### src/rtl/rf_write_arbiter.sv
// rf_write_arbiter: shares the single register-file write port between the
// pipeline writeback stage (always wins) and a small in-order buffer of
// auxiliary results that drain into idle port cycles. Queued entries are
// killed when a pipeline write to the same register overtakes them, and a
// starvation counter raises an advisory stall request.
module rf_write_arbiter #(
    parameter int DEPTH        = 2,
    parameter int STARVE_LIMIT = 4
) (
    input  logic                       clk,
    input  logic                       rst,
    input  logic                       wb_reg_write,
    input  logic [4:0]                 wb_write_register,
    input  logic [31:0]                wb_write_data,
    input  logic                       aux_valid,
    output logic                       aux_ready,
    input  logic [4:0]                 aux_register,
    input  logic [31:0]                aux_data,
    output logic                       rf_we,
    output logic [4:0]                 rf_waddr,
    output logic [31:0]                rf_wdata,
    output logic                       stall_pipe,
    output logic [$clog2(DEPTH+1)-1:0] buf_count
);

    localparam int CNT_W = $clog2(DEPTH + 1);
    localparam int PTR_W = (DEPTH > 1) ? $clog2(DEPTH) : 1;
    localparam int STV_W = $clog2(STARVE_LIMIT + 1);

    localparam logic [PTR_W-1:0] PTR_LAST  = PTR_W'(DEPTH - 1);
    localparam logic [CNT_W-1:0] CNT_FULL  = CNT_W'(DEPTH);
    localparam logic [STV_W-1:0] STV_LIMIT = STV_W'(STARVE_LIMIT);

    logic             live_q [DEPTH];
    logic [4:0]       reg_q  [DEPTH];
    logic [31:0]      data_q [DEPTH];
    logic [PTR_W-1:0] head_q, tail_q;
    logic [CNT_W-1:0] count_q, count_d;
    logic [STV_W-1:0] starve_q, starve_d;
    logic             stall_q, stall_d;

    logic nonempty, head_live, pw, accept, push, pop;

    function automatic logic [PTR_W-1:0] ptr_inc(input logic [PTR_W-1:0] p);
        return (p == PTR_LAST) ? '0 : p + 1'b1;
    endfunction

    // Handshake, pop decision and occupancy bookkeeping
    always_comb begin
        nonempty  = (count_q != '0);
        head_live = nonempty && live_q[head_q];
        pw        = wb_reg_write && (wb_write_register != 5'd0);
        aux_ready = (count_q != CNT_FULL);
        accept    = aux_valid && aux_ready;
        push      = accept && (aux_register != 5'd0);
        // a dead head always leaves; a live head leaves only when it owns the port
        pop       = nonempty && (!live_q[head_q] || !pw);
        case ({push, pop})
            2'b10:   count_d = count_q + 1'b1;
            2'b01:   count_d = count_q - 1'b1;
            default: count_d = count_q;
        endcase
    end

    // Write-port mux: pipeline first, then a live buffer head
    always_comb begin
        rf_we    = 1'b0;
        rf_waddr = 5'd0;
        rf_wdata = 32'd0;
        if (!rst) begin
            if (pw) begin
                rf_we    = 1'b1;
                rf_waddr = wb_write_register;
                rf_wdata = wb_write_data;
            end else if (head_live) begin
                rf_we    = 1'b1;
                rf_waddr = reg_q[head_q];
                rf_wdata = data_q[head_q];
            end
        end
    end

    // Starvation counter next state; stall follows the saturated count
    always_comb begin
        starve_d = starve_q;
        if (!nonempty || pop) begin
            starve_d = '0;
        end else if (head_live && pw && (starve_q != STV_LIMIT)) begin
            starve_d = starve_q + 1'b1;
        end
        stall_d = (starve_d == STV_LIMIT);
    end

    // Buffer storage: WAW kill of existing entries, then push and pop
    always_ff @(posedge clk) begin
        if (rst) begin
            head_q  <= '0;
            tail_q  <= '0;
            count_q <= '0;
            for (int i = 0; i < DEPTH; i++) live_q[i] <= 1'b0;
        end else begin
            if (pw) begin
                for (int i = 0; i < DEPTH; i++) begin
                    if (reg_q[i] == wb_write_register) live_q[i] <= 1'b0;
                end
            end
            // the same-cycle push is younger than the pipeline write, so it overrides the kill
            if (push) begin
                live_q[tail_q] <= 1'b1;
                reg_q[tail_q]  <= aux_register;
                data_q[tail_q] <= aux_data;
                tail_q         <= ptr_inc(tail_q);
            end
            if (pop) head_q <= ptr_inc(head_q);
            count_q <= count_d;
        end
    end

    // Starvation counter and registered stall request
    always_ff @(posedge clk) begin
        if (rst) begin
            starve_q <= '0;
            stall_q  <= 1'b0;
        end else begin
            starve_q <= starve_d;
            stall_q  <= stall_d;
        end
    end

    assign stall_pipe = stall_q;
    assign buf_count  = count_q;

endmodule

### config.mk
export PLATFORM = sky130hd
export DESIGN_NAME = rf_write_arbiter
export DESIGN_NICKNAME = d
export VERILOG_FILES = /design/src/rtl/rf_write_arbiter.sv
export SDC_FILE = /design/constraint.sdc
export NUM_CORES = 1
export LEC_CHECK = 0
export ABC_AREA = 1
export CAP_MARGIN = 15
export CORE_AREA = 8 8 112 114
export DETAILED_ROUTE_END_ITERATION = 8
export DIE_AREA = 0 0 120 122
export PLACE_DENSITY = 0.68
export SLEW_MARGIN = 20
export SYNTH_ARGS = -nofsm -noshare
export SYNTH_HDL_FRONTEND = slang
export SYNTH_SLANG_ARGS = --single-unit
### constraint.sdc
create_clock -name clk -period 2.6 [get_ports clk]
set_input_delay 0.39 -clock clk [delete_from_list [all_inputs] [get_ports clk]]
set_output_delay 0.39 -clock clk [all_outputs]
set_load 0.02 [all_outputs]
==> metrics.md, run 1 <==
| Metric | Value |
|---|---|
| Status | `finished clean` |
| Worst skew pair latency | `between 0.3 and 0.4 ns` |
| TritonRoute pass-1 iters | `4` |
| Port Buf Inserts | `approximately 120` |
| Yosys reg bits | `85` |
| FF-to-FF path depth | `11` |
| Stages on the worst setup path | `9` |
| Synth warnings | `0` |
| Final Hold Fails | `0` |
| Logic pwr share | `0.366` |
| Critical R2R Capture | `buf_count[1]$_SDFFE_PP0P_` |
| TritonCTS clock tree | `yes` |
| Routed Antenna Nets | `0` |
| # IOs | `120` |
| Leak pwr | `about 2.5 nW` |
| Gpl congestion | `a little over 0.8` |
| CP max stage cell | `clkdlybuf4s50_1` |
| Cell family with most CP delay | `buffers and inverters` |
| Starting DRT DRC Count | `~200` |
| Critical path start-end classification | `input port to primary output` |
| Cell mode on critical path | `nor2_1` |
| DRT Wirelength | `around 12000 µm` |
| H-tree levels | `3` |
| Drt drc | `0` |
| Worst Setup Slack, final | `about 0.18 ns` |
| Post-synth cell types | `22` |
| CP Cell Sequence | `clkdlybuf4s50_1 -> nor2_1 -> nand3_2 -> nand2_4 -> clkbuf_16 -> nand2_1 -> o21ai_0 -> nor2_1 -> dlygate4sd2_1` |
| Sequential group share of total power | `0.395` |
| Vias in the first global route | `around 3700` |
| # rows | `38` |
| Via count | `approximately 3600` |
| Drt wl/cell | `15.5 µm` |
| Worst-margin pin slew | `just over 0.4 ns` |
| CTS Buffer Depth | `2` |
| CTS clk-pin slew, worst paths | `~0.080 ns` |
| Post-CTS Setup Bufs | `0` |
| Max_slew headroom | `0.728` |
| Hold WC Path Type | `flip-flop to flip-flop` |
| Core area | `between 10000 and 15000 µm²` |
| Nets | `between 600 and 700` |
| R2r setup slk | `0.55 ns` |
| Crit path to | `rf_wdata[12]` |
| CTS buffer count | `9` |
| Vias per cell | `4.89` |
| Net Sw Frac | `0.356` |
| Worst Path Buf+Inv | `3` |
| Root Driver | `clkbuf_8` |
| Total GRT Usage | `0.155` |
| Worst setup path start | `wb_write_register[4]` |
| Final period util | `0.932` |
| CP max stage delay | `about 0.46 ns` |
| Die width | `~120 µm` |
| Max Slew Vio Count | `0` |
| Critical path endpoint category | `primary output` |
| First-pass GRT wire length | `about 18000 µm` |
| Worst ir drop on vdd | `about 0.43 mV` |
| Mapped Nets | `roughly 550` |
| Proportion of power drawn by the clock network | `0.239` |
| Grt total ovfl | `0` |
| CP startpoint kind | `input port` |
| Worst Path Required | `around 2.2 ns` |
| Final Setup Violations | `0` |
| Fmax | `around 410 MHz` |
| Place WS | `-0.118 ns` |
| Worst Skew | `slightly below 0.007 ns` |
| Proportion of layout cells with a drive suffix above 1 | `0.0793` |
| Power Density | `approximately 740 nW/µm²` |
| CP max FO | `24` |
| Synth Cell Area | `around 4200 µm²` |
| Initial core utilization | `0.390` |
| Syn Inst Count | `473` |
| Initial antenna violation count | `0` |
| Sequential area share after synthesis | `0.585` |
| Fin crit period | `~2.4 ns` |
| DIE HEIGHT | `122 µm` |
| Clock sinks | `between 80 and 90` |
| Area Overhead vs Synth | `39.5%` |
| Hpwl dp | `~8300 µm` |
| Pwr Total | `about 4.3 mW` |
| Avg Inst Size Synth | `just under 9 µm²` |
| Area of the die | `around 15000 µm²` |
| ANT cells | `0` |
| Largest net degree at the start of global routing | `49` |
| Max Cap Viol | `0` |
| RSZ-0062 raised after global routing | `false` |
| Internal power | `~2.8 mW` |
| NetSw | `~1.5 mW` |
| Crit path DAT | `~2.0 ns` |
Yosys cell counts:
cell type,n,share of area
dfxtp_1,11,0.053
clkbuf_2,1,0.0012
o21ai_1,20,0.024
xor2_1,7,0.015
buf_2,7,0.0084
nand3b_1,2,0.0036
nand2_1,175,0.16
inv_1,21,0.019
inv_2,2,0.0018
nand2_2,2,0.0030
ha_1,3,0.0090
nor3_1,1,0.0012
nand3_1,42,0.050
a21boi_0,1,0.0018
clkbuf_1,8,0.0072
o21ai_0,25,0.030
nand3_2,1,0.0024
buf_6,5,0.013
buf_4,7,0.013
edfxtp_1,74,0.53
a21oi_1,6,0.0072
nor2_1,52,0.047
layout make-up:
type | instances | area (µm²)
Tap cell | 140 | 175
Clock buffer | 9 | 124
Multi-Input combinational cell | 337 | 1480
Sequential cell | 85 | 2440
Clock inverter | 6 | 93.8
Timing Repair Buffer | 145 | 1410
Inverter | 23 | 88.8
Fill cell | 986 | 4880
tightest hold or removal path, stage by stage, from the launching register on:
cell	delay (ns)
dfxtp_1	0.33
nand3_1	0.08
nand2_1	0.04
routing by layer:
metal | track usage | routed length [µm] | share of wire
met5 | 0 | 0 | 0
met2 | 0.278 | 5970 | 0.52
met3 | 0.0500 | 670 | 0.058
met1 | 0.169 | 4690 | 0.41
met4 | 0.0578 | 204 | 0.018
through the flow:
stage                     instances  cell area [µm²]  setup TNS [ns]   util  hold WS (ns)
after floorplan                 473             4170               0      -         0.458
after global placement          729             5610           -2.25  0.524         0.470
after detailed placement        729             5610           -2.78  0.524         0.480
after CTS                       744             5790               0  0.541         0.491
after global routing            745             5820               0  0.544         0.513
final                           745             5820               0  0.544         0.490
cell usage in the layout (no fill, tap or decap), types with 3 or more instances in the layout:
cell	n
buf_12	4
xor2_1	7
buf_4	20
nand3_1	42
dlygate4sd2_1	37
edfxtp_1	74
inv_1	21
o21ai_0	25
a21oi_1	6
o21ai_1	19
clkbuf_8	9
ha_1	3
nor2_1	52
clkdlybuf4s50_1	81
nand2_1	175
dfxtp_1	10
what timing repair did:
item | 4_1_cts | 5_1_grt
hold buffers | 0 | 0
resized for setup | 40 | 2
setup endpoints to repair | 38 | 21
endpoints found under the hold margin | 0 | 0
gates cloned | 0 | 1
cell families after synthesis:
| group | Yosys count | synth area share |
|---|---|---|
| AND/OR/NAND/NOR | 275 | 0.265 |
| flip-flops | 85 | 0.585 |
| AO/OA/AOI/OAI | 52 | 0.0630 |
| buffers and inverters | 51 | 0.0635 |
| XOR/XNOR | 7 | 0.0147 |
| adder cells (fa/ha/maj) | 3 | 0.00899 |
power groups by stage:
stage	Combinational (mW)	Clock [mW]	Sequential, mW
after global routing	1.74	1.11	1.71
final	1.57	1.03	1.69
after global placement	1.57	0	1.71
after detailed placement	1.61	0	1.72
after floorplan	0.983	0	1.72
after CTS	1.58	1.04	1.69
state kept, by name, summed over array words and instances (netlist names), named ones only:
name,cells
head_q,1
starve_q,3
reg_q,10
tail_q,1
buf_count,2
stall_pipe,1
data_q,64
live_q,2
worst min-delay path by stage:
stage / startpoint / cells after the start / to / slack (ns)
after floorplan: tail_q$_SDFFE_PP0P_ / 2 / tail_q$_SDFFE_PP0P_ / 0.46
after global placement: tail_q$_SDFFE_PP0P_ / 2 / tail_q$_SDFFE_PP0P_ / 0.47
after detailed placement: tail_q$_SDFFE_PP0P_ / 2 / tail_q$_SDFFE_PP0P_ / 0.48
after CTS: tail_q$_SDFFE_PP0P_ / 2 / tail_q$_SDFFE_PP0P_ / 0.49
after global routing: tail_q$_SDFFE_PP0P_ / 2 / tail_q$_SDFFE_PP0P_ / 0.51
final: tail_q$_SDFFE_PP0P_ / 2 / tail_q$_SDFFE_PP0P_ / 0.49
Power figures use the tool's default switching activity.
==> run 2: changes to the inputs <==
- CTS_CLUSTER_SIZE: not set -> 10
==> results of run 2 <==
The final DEF is identical to that of run 1; final timing and power are the same.
==> run 3: changes to the inputs <==
- clock period: 2.6 -> 2.9 ns (I/O delays scaled with it)
==> metrics.md, run 3 (synthesis results as in run 1) <==
| Metric | Value |
|---|---|
| # IOs | `120` |
| Initial core utilization | `0.390` |
| Logic pwr share | `0.359` |
| Worst-margin pin slew | `around 0.66 ns` |
| Area Overhead vs Synth | `40.6%` |
| Worst Skew | `~0.008 ns` |
| CP Cell Sequence | `clkdlybuf4s50_1 -> nor2_1 -> nand3_2 -> nand2_4 -> buf_12 -> o21ai_0 -> nor2_1 -> clkdlybuf4s50_1` |
| TritonCTS clock tree | `yes` |
| Final Setup Violations | `0` |
| Total GRT Usage | `0.149` |
| Max Cap Viol | `0` |
| Drt drc | `0` |
| Critical path start-end classification | `input port to primary output` |
| Worst ir drop on vdd | `roughly 0.47 mV` |
| Critical path endpoint category | `primary output` |
| Drt wl/cell | `between 10 and 15 µm` |
| Vias in the first global route | `3375` |
| TritonRoute pass-1 iters | `4` |
| Fmax | `354 MHz` |
| Cell area after layout | `5870 µm²` |
| Starting DRT DRC Count | `approximately 180` |
| Largest net degree at the start of global routing | `41` |
| Routed Antenna Nets | `0` |
| Grt total ovfl | `0` |
| First-pass GRT wire length | `between 15000 and 20000 µm` |
| RSZ-0062 raised after global routing | `false` |
| Proportion of power drawn by the clock network | `0.256` |
| Final period util | `0.973` |
| Core area | `approximately 11000 µm²` |
| CTS clk-pin slew, worst paths | `roughly 0.080 ns` |
| Port Buf Inserts | `roughly 120` |
| Hold_buf cts | `0` |
| Internal power | `2.58 mW` |
| NetSw | `1.34 mW` |
| Status | `finished clean` |
| Worst skew pair latency | `around 0.35 ns` |
| Hold_ws | `about 0.5 ns` |
| Power Density | `about 670 nW/µm²` |
| Commonest non-fill, non-tap cell in the layout | `nand2_1` |
| Hpwl dp | `slightly above 8000 µm` |
| M1 wire length | `around 4400 µm` |
| Crit path DAT | `2.39 ns` |
| Nets | `between 600 and 700` |
| Net Sw Frac | `0.343` |
| Post-CTS Setup Bufs | `0` |
| Hold WC Path Type | `flip-flop to flip-flop` |
| Met2 wire len | `about 5700 µm` |
| # rows | `38` |
| Final Hold Fails | `0` |
| Gpl congestion | `about 0.81` |
| Proportion of layout cells with a drive suffix above 1 | `0.0684` |
| Worst Path Required | `approximately 2.5 ns` |
| CP max stage cell | `clkdlybuf4s50_1` |
| CP max FO | `33` |
| Die width | `120 µm` |
| Fin crit period | `roughly 2.8 ns` |
| CTS Buffer Depth | `2` |
| Via count | `roughly 3500` |
| CP startpoint kind | `input port` |
| Largest Register | `data_q` |
| DRT Wirelength | `between 10000 and 15000 µm` |
| Setup TNS | `0 ns` |
| Most frequent cells in the layout | `nand2_1 (175), clkdlybuf4s50_1 (106), edfxtp_1 (74)` |
| Worst Setup Slack, final | `between 0.07 and 0.08 ns` |
| Biggest regs | `data_q: 64 flops, reg_q: 10 flops, starve_q: 3 flops` |
| Initial antenna violation count | `2` |
| CP max stage delay | `0.63 ns` |
| DIE HEIGHT | `122 µm` |
| Largest register FFs | `64` |
| Vias per cell | `4.74` |
| Area of the die | `14600 µm²` |
| Placed Area | `roughly 5600 µm²` |
| Max Slew Vio Count | `0` |
| H-tree levels | `3` |
| Place WS | `-0.0227 ns` |
| Clock sinks | `85` |
| Root Driver | `clkbuf_8` |
| CTS buffer count | `9` |
| Metal3 WL | `785 µm` |
| Sequential group share of total power | `0.386` |
| Leak pwr | `about 2.5 nW` |
| Max_slew headroom | `0.557` |
| Top sig layer | `met5` |
==> run 3: final timing paths <==
kind                                            from                         to  slack [ns]  depth (start not counted)
worst max-delay path            wb_write_register[3]               rf_wdata[26]        0.08                          8
worst min-delay path             tail_q$_SDFFE_PP0P_        tail_q$_SDFFE_PP0P_        0.49                          2
worst max register to register             flip-flop  buf_count[1]$_SDFFE_PP0P_        0.81                         10
worst min register to register   tail_q$_SDFFE_PP0P_        tail_q$_SDFFE_PP0P_        0.49                          2
==> run 3: layout make-up <==
class | instances | area (µm²)
well taps | 140 | 175
clock inverters | 7 | 120
diodes | 1 | 2.50
repair buffers | 138 | 1440
multi-input cells | 337 | 1480
flip-flops and latches | 85 | 2440
fillers | 957 | 4830
clock buffers | 9 | 124
inverters | 23 | 86.3
==> run 3: metrics by stage <==
stage,cells,power (mW),util
after floorplan,473,2.42,-
after global placement,723,2.93,0.521
after detailed placement,723,2.96,0.521
after CTS,739,3.97,0.545
after global routing,740,4.17,0.549
final,740,3.92,0.549
==> run 3: power groups by stage <==
stage                     clock (mW)  combinational [mW]  sequential, mW
after global placement             0                1.40            1.54
after CTS                       1.03                1.43            1.51
after detailed placement           0                1.42            1.54
after global routing            1.08                1.56            1.52
after floorplan                    0               0.881            1.54
final                           1.00                1.41            1.51
==> run 3: per-layer routing <==
layer	up-vias	track usage
met5	-	0
met4	2	0.0632
met3	10	0.0500
met2	109	0.258
met1	1587	0.165
li1	1801	-
==> run 3: timing repair <==
action | CTS | global route
gates resized for setup | 1 | 16
endpoints found under the setup margin | 11 | 33
hold endpoints to repair | 0 | 0
==> run 3: worst max-delay path: cells and delay by family <==
family,cells,cell delay [ns]
and+or+nand+nor,4,0.53
AOI/OAI and AO/OA,1,0.09
buffers and inverters,3,1.30
